[src/rtl/mbist_march_ctrl.sv]
// March C- memory BIST controller for a single-port SRAM with a registered
// BIST port, one-cycle read latency, and sticky pass/fail reporting.
module mbist_march_ctrl #(
  parameter int ADDR_W = 8,
  parameter int DATA_W = 48,
  parameter int DEPTH  = 256
) (
  input  logic              A_CLK,
  input  logic              A_RST_N,
  input  logic              START,
  output logic              A_BIST_EN,
  output logic              A_BIST_MEN,
  output logic              A_BIST_WEN,
  output logic              A_BIST_REN,
  output logic [ADDR_W-1:0] A_BIST_ADDR,
  output logic [DATA_W-1:0] A_BIST_DIN,
  output logic [DATA_W-1:0] A_BIST_BM,
  input  logic [DATA_W-1:0] A_DOUT,
  output logic              BUSY,
  output logic              DONE,
  output logic              FAIL,
  output logic [ADDR_W-1:0] FAIL_ADDR,
  output logic [7:0]        FAIL_CNT,
  output logic [1:0]        dbg_state
);

  // Handshake: START is a single-cycle request sampled on the rising edge; it is
  // accepted only in ST_IDLE or ST_DONE and is ignored while BUSY is high.

  typedef enum logic [1:0] {ST_IDLE, ST_RUN, ST_DRAIN, ST_DONE} state_t;

  localparam logic [ADDR_W-1:0] LAST_ADDR = ADDR_W'(DEPTH - 1);

  state_t              state;
  logic [2:0]          elem;
  logic                op;
  logic [ADDR_W-1:0]   addr;
  logic                fin;

  // Two-stage compare pipeline: stage 1 travels with the read access, stage 2
  // lines up with the cycle in which A_DOUT carries that read's data.
  logic                rd_vld1, rd_vld2;
  logic [DATA_W-1:0]   rd_exp1, rd_exp2;
  logic [ADDR_W-1:0]   rd_addr1, rd_addr2;

  logic                is_read;
  logic                dbit;
  logic                op_last;
  logic                down;
  logic                addr_last;
  logic                elem_last;
  logic                test_last;
  logic [ADDR_W-1:0]   next_start;

  always_comb begin
    is_read = 1'b0;
    dbit    = 1'b0;
    case (elem)
      3'd0:    begin is_read = 1'b0; dbit = 1'b0; end
      3'd1:    begin is_read = ~op;  dbit = op;   end
      3'd2:    begin is_read = ~op;  dbit = ~op;  end
      3'd3:    begin is_read = ~op;  dbit = op;   end
      3'd4:    begin is_read = ~op;  dbit = ~op;  end
      default: begin is_read = 1'b1; dbit = 1'b0; end
    endcase
    op_last    = (elem == 3'd0 || elem == 3'd5) ? 1'b1 : op;
    down       = (elem == 3'd3 || elem == 3'd4);
    addr_last  = down ? (addr == '0) : (addr == LAST_ADDR);
    elem_last  = op_last && addr_last;
    test_last  = elem_last && (elem == 3'd5);
    next_start = (elem == 3'd2 || elem == 3'd3) ? LAST_ADDR : '0;
  end

  assign A_BIST_EN = BUSY;
  assign A_BIST_BM = {DATA_W{1'b1}};
  assign dbg_state = state;

  always_ff @(posedge A_CLK or negedge A_RST_N) begin
    if (!A_RST_N) begin
      state       <= ST_IDLE;
      elem        <= '0;
      op          <= 1'b0;
      addr        <= '0;
      fin         <= 1'b0;
      rd_vld1     <= 1'b0;
      rd_vld2     <= 1'b0;
      rd_exp1     <= '0;
      rd_exp2     <= '0;
      rd_addr1    <= '0;
      rd_addr2    <= '0;
      A_BIST_MEN  <= 1'b0;
      A_BIST_WEN  <= 1'b0;
      A_BIST_REN  <= 1'b0;
      A_BIST_ADDR <= '0;
      A_BIST_DIN  <= '0;
      BUSY        <= 1'b0;
      DONE        <= 1'b0;
      FAIL        <= 1'b0;
      FAIL_ADDR   <= '0;
      FAIL_CNT    <= '0;
    end else begin
      rd_vld2    <= rd_vld1;
      rd_exp2    <= rd_exp1;
      rd_addr2   <= rd_addr1;
      rd_vld1    <= 1'b0;
      A_BIST_MEN <= 1'b0;
      A_BIST_WEN <= 1'b0;
      A_BIST_REN <= 1'b0;

      if (rd_vld2 && (A_DOUT != rd_exp2)) begin
        FAIL <= 1'b1;
        if (!FAIL) FAIL_ADDR <= rd_addr2;
        if (FAIL_CNT != 8'hFF) FAIL_CNT <= FAIL_CNT + 8'd1;
      end

      case (state)
        ST_IDLE, ST_DONE: begin
          if (START) begin
            state     <= ST_RUN;
            BUSY      <= 1'b1;
            DONE      <= 1'b0;
            FAIL      <= 1'b0;
            FAIL_CNT  <= '0;
            FAIL_ADDR <= '0;
            elem      <= '0;
            op        <= 1'b0;
            addr      <= '0;
            fin       <= 1'b0;
          end
        end
        ST_RUN: begin
          if (fin) begin
            state <= ST_DRAIN;
          end else begin
            A_BIST_MEN  <= 1'b1;
            A_BIST_WEN  <= ~is_read;
            A_BIST_REN  <= is_read;
            A_BIST_ADDR <= addr;
            A_BIST_DIN  <= {DATA_W{dbit}};
            if (is_read) begin
              rd_vld1  <= 1'b1;
              rd_exp1  <= {DATA_W{dbit}};
              rd_addr1 <= addr;
            end
            // Operation index first, then address, then element.
            if (test_last) begin
              fin <= 1'b1;
            end else if (elem_last) begin
              elem <= elem + 3'd1;
              op   <= 1'b0;
              addr <= next_start;
            end else if (op_last) begin
              op   <= 1'b0;
              addr <= down ? addr - 1'b1 : addr + 1'b1;
            end else begin
              op <= 1'b1;
            end
          end
        end
        ST_DRAIN: begin
          state <= ST_DONE;
          BUSY  <= 1'b0;
          DONE  <= 1'b1;
        end
        default: state <= ST_IDLE;
      endcase
    end
  end

endmodule
[config.mk]
export PLATFORM = sky130hd
export DESIGN_NAME = mbist_march_ctrl
export DESIGN_NICKNAME = d
export VERILOG_FILES = /design/src/rtl/mbist_march_ctrl.sv
export SDC_FILE = /design/constraint.sdc
export NUM_CORES = 1
export LEC_CHECK = 0
export ABC_CLOCK_PERIOD_IN_PS = 6100
export BUFFER_PORTS_ARGS = -buffer_cell sky130_fd_sc_hd__buf_2
export CORE_MARGIN = 2
export CORE_UTILIZATION = 30
export DETAILED_ROUTE_END_ITERATION = 8
export PLACE_DENSITY = 0.58
export SYNTH_ARGS = -nofsm -noshare
export SYNTH_HDL_FRONTEND = slang
export SYNTH_SLANG_ARGS = --single-unit
[constraint.sdc]
create_clock -name A_CLK -period 6.1 [get_ports A_CLK]
set_clock_uncertainty 0.2 [all_clocks]
set_input_delay 0.305 -clock A_CLK [delete_from_list [all_inputs] [get_ports A_CLK]]
set_output_delay 0.305 -clock A_CLK [all_outputs]
set_load 0.01 [all_outputs]
==> qor.csv <==
metric,value,unit
outcome,"finished, final reports clean",
1st-pass router iterations,4,
pin count of the biggest net entering global routing,66,
Initial Util,30.51,%
RSZ-0062 raised after global routing,false,
top_reg_cell synth,dfrtp_1,
Worst R2R Setup Slack,2900,ps
Synth cell types,59,
Reg-to-Reg End,addr[6],
Lkg Pwr,0.002520,uW
power per cell area,367.2,nW/um2
synth-to-layout area growth,13.63,%
first-pass GRT wire length,14400,um
post-CTS setup buffers,0,
core outline area,13770,um2
total track usage,12.09,%
max-cap violations,0,
Synth top area share,38.70,%
die area,14970,um2
CP startpoint kind,flop,
end of the worst hold path,dbg_state[1],
# nets final,604,
# DRC,0,
Buf/Inv on CP,2,
Synth warnings,0,
Yosys reg bits,65,
1st-iter DRT viols,321,
Die Span X,122.4,um
number of flops mapped to enable cells by yosys,0,
Max Slew Vio Count,0,
fin crit share,52.52,%
filler cell count,1396,
antenna-violating nets left,0,
"Largest delay share family, worst path",compound AO/OA/AOI/OAI gates,
vias in the first global route,3018,
# IOs,180,
Final Util,34.67,%
arrival time at the worst endpoint,3270,ps
Clock Tree Buf Depth,2,
Mean Syn Cell Area,9.196,um2
cell taking the most area after synthesis,dfrtp_1,
initial antenna violation count,0,
GP Congestion,0.8344,
row count,43,
peak supply drop,0.1352,mV
Fin Setup TNS,0,ps
post-layout min period,3203,ps
main area contributors after synthesis,"dfrtp_1 39%, buf_4 17%, ha_1 4.5%, nand2_1 4.4%, mux2_2 2.4%",
Root Driver,clkbuf_16,
Port Buf Inserts,131,
total clock sinks,65,
Reg2Reg Depth,9,
drt total wl,8838,um
vias,3284,
"Seq/Total Area, Yosys",38.70,%
Worst Path Max Fanout,14,
reg-to-reg startpoint,elem[0],
critical-path cell list,"inv_1, ha_1, mux2_2, clkinv_1, nor3_1, o21bai_1, o21ai_2, a31o_2, o21ai_1",
die height,122.4,um
Post-Syn Area,4203,um2
max incr delay on CP,880,ps
Worst-Skew Late Latency,330,ps
TritonCTS clock tree,done,
actual slew at the worst max-slew pin,1204,ps
f_max,312.2,MHz
CP max stage cell,o21bai_1,
asr flop ratio synth,100.0,%
WP data required,6160,ps
routed length per instance,12.24,um
layout cell share with drive strength beyond 1,30.44,%
min-delay worst type,primary input to flop,
CP Depth,9,
clock slew at reported path FFs,60,ps
antenna cells,0,
htree depth,3,
total grt overflow,0,
dpl hpwl,6562,um
mean number of vias per cell,4.548,
min-delay src,START,
Worst setup EP type,flop,
Hold Crit Depth,4,
final setup violation count,0,
Relative slew margins,19.26,%
Crit Path Class,flop to flop,
endpoints failing hold,0,
TritonCTS Buffers,9,
Syn Inst Count,457,
layout make-up:
| cell class | count | area [um2] | area share [%] |
|---|---|---|---|
| multi-input cells | 310 | 1881 | 39.38 |
| flip-flops and latches | 65 | 1627 | 34.06 |
| repair buffers | 133 | 673.1 | 14.09 |
| clock buffers | 9 | 225.2 | 4.716 |
| well taps | 180 | 225.2 | 4.716 |
| clock inverters | 7 | 77.57 | 1.624 |
| inverters | 18 | 67.56 | 1.415 |
power by group:
group,leakage (uW),internal [uW],switching [uW]
combinational,0.00149,233,385
sequential,0.000886,524,91.2
clock,0.000146,319,201
worst reg2reg max path, stage by stage, from the launching register on:
cell and delay [ps]:
dfrtp_1 410, inv_1 110, ha_1 270, mux2_2 370, clkinv_1 120, nor3_1 60, o21bai_1 880, o21ai_2 320
a31o_2 300, o21ai_1 100
stage by stage:
stage	total power, uW	hold WS [ps]	std cells	area [um2]	setup WS, ps
after floorplan	1208	-190.6	504	4379	3361
after global placement	1235	156.2	705	4463	3025
after detailed placement	1247	165.5	705	4463	2987
after CTS	1778	111.1	722	4776	2938
after global routing	1890	151.4	722	4776	2636
final	1753	116.5	722	4776	2897
logic make-up after synthesis:
kind of cell | after synthesis | share of synthesized area [%]
AOI/OAI and AO/OA | 81 | 12.71
xor gates and xnor gates | 5 | 1.042
adders and majority gates | 16 | 4.942
buffers and inverters | 129 | 20.87
DFF | 65 | 38.70
muxes | 12 | 3.126
other | 1 | 0.08923
and+or+nand+nor | 148 | 18.52
synth_stat cells, types with 6 or more instances:
library cell,instances
dfrtp_1,65
clkbuf_1,9
ha_1,15
inv_1,17
a21oi_1,19
o21ai_0,10
nor2_1,14
or4_1,11
nor3_1,11
o21ai_1,11
nand4_1,9
or3_1,8
buf_4,96
nand3b_1,8
a211oi_1,6
nand2_1,49
mux2_2,9
nor4_1,8
nand3_1,13
a21o_1,7
routing by layer:
metal	share of wire (%)	GRT usage, %
met1	43	14.65
met2	49	20.21
met3	5.9	4.043
met4	1.3	3.879
met5	0	0
flip-flops by register name, summed over array words and instances (netlist names), 2 cells and up:
signal,count
FAIL_ADDR,8
A_BIST_ADDR,8
rd_addr1,8
addr,8
FAIL_CNT,8
rd_addr2,8
elem,3
dbg_state,2
worst max path at each step:
stage               from  slack [ps]           to
3_5_place_dp     elem[0]        2990      addr[6]
5_1_grt          elem[0]        2640      addr[3]
4_1_cts          elem[0]        2940      addr[6]
3_3_place_gp   A_DOUT[2]        3030  FAIL_CNT[3]
6_report         elem[0]        2900      addr[6]
2_1_floorplan    elem[0]        3360      addr[7]
cells in the final DEF (no fill, tap or decap), types with 2 or more instances in the layout:
| master | count |
|---|---|
| nor4_1 | 8 |
| conb_1 | 48 |
| mux2_2 | 9 |
| nand4_1 | 9 |
| dfrtp_1 | 65 |
| o31ai_1 | 2 |
| mux2i_1 | 3 |
| nand3b_1 | 8 |
| nor2b_1 | 3 |
| nor2_1 | 14 |
| nor3_1 | 11 |
| and2_1 | 4 |
| xor2_1 | 3 |
| o41ai_1 | 2 |
| o21ai_1 | 11 |
| clkinv_4 | 2 |
| nand2_1 | 49 |
| or4_1 | 11 |
| a21o_1 | 7 |
| o22ai_1 | 5 |
| buf_2 | 131 |
| a21oi_1 | 19 |
| a211oi_1 | 6 |
| ha_1 | 15 |
| xnor2_1 | 2 |
| inv_6 | 2 |
| o21ai_0 | 10 |
| or3_1 | 8 |
| o21bai_1 | 2 |
| clkbuf_16 | 9 |
| nand2b_1 | 3 |
| nand3_1 | 13 |
| inv_1 | 17 |
what timing repair did:
item	in CTS	in global routing
hold buffers	1	0
resized for setup	0	0
hold endpoints to repair	17	0
Note: power is estimated with default switching activity, not from simulation.
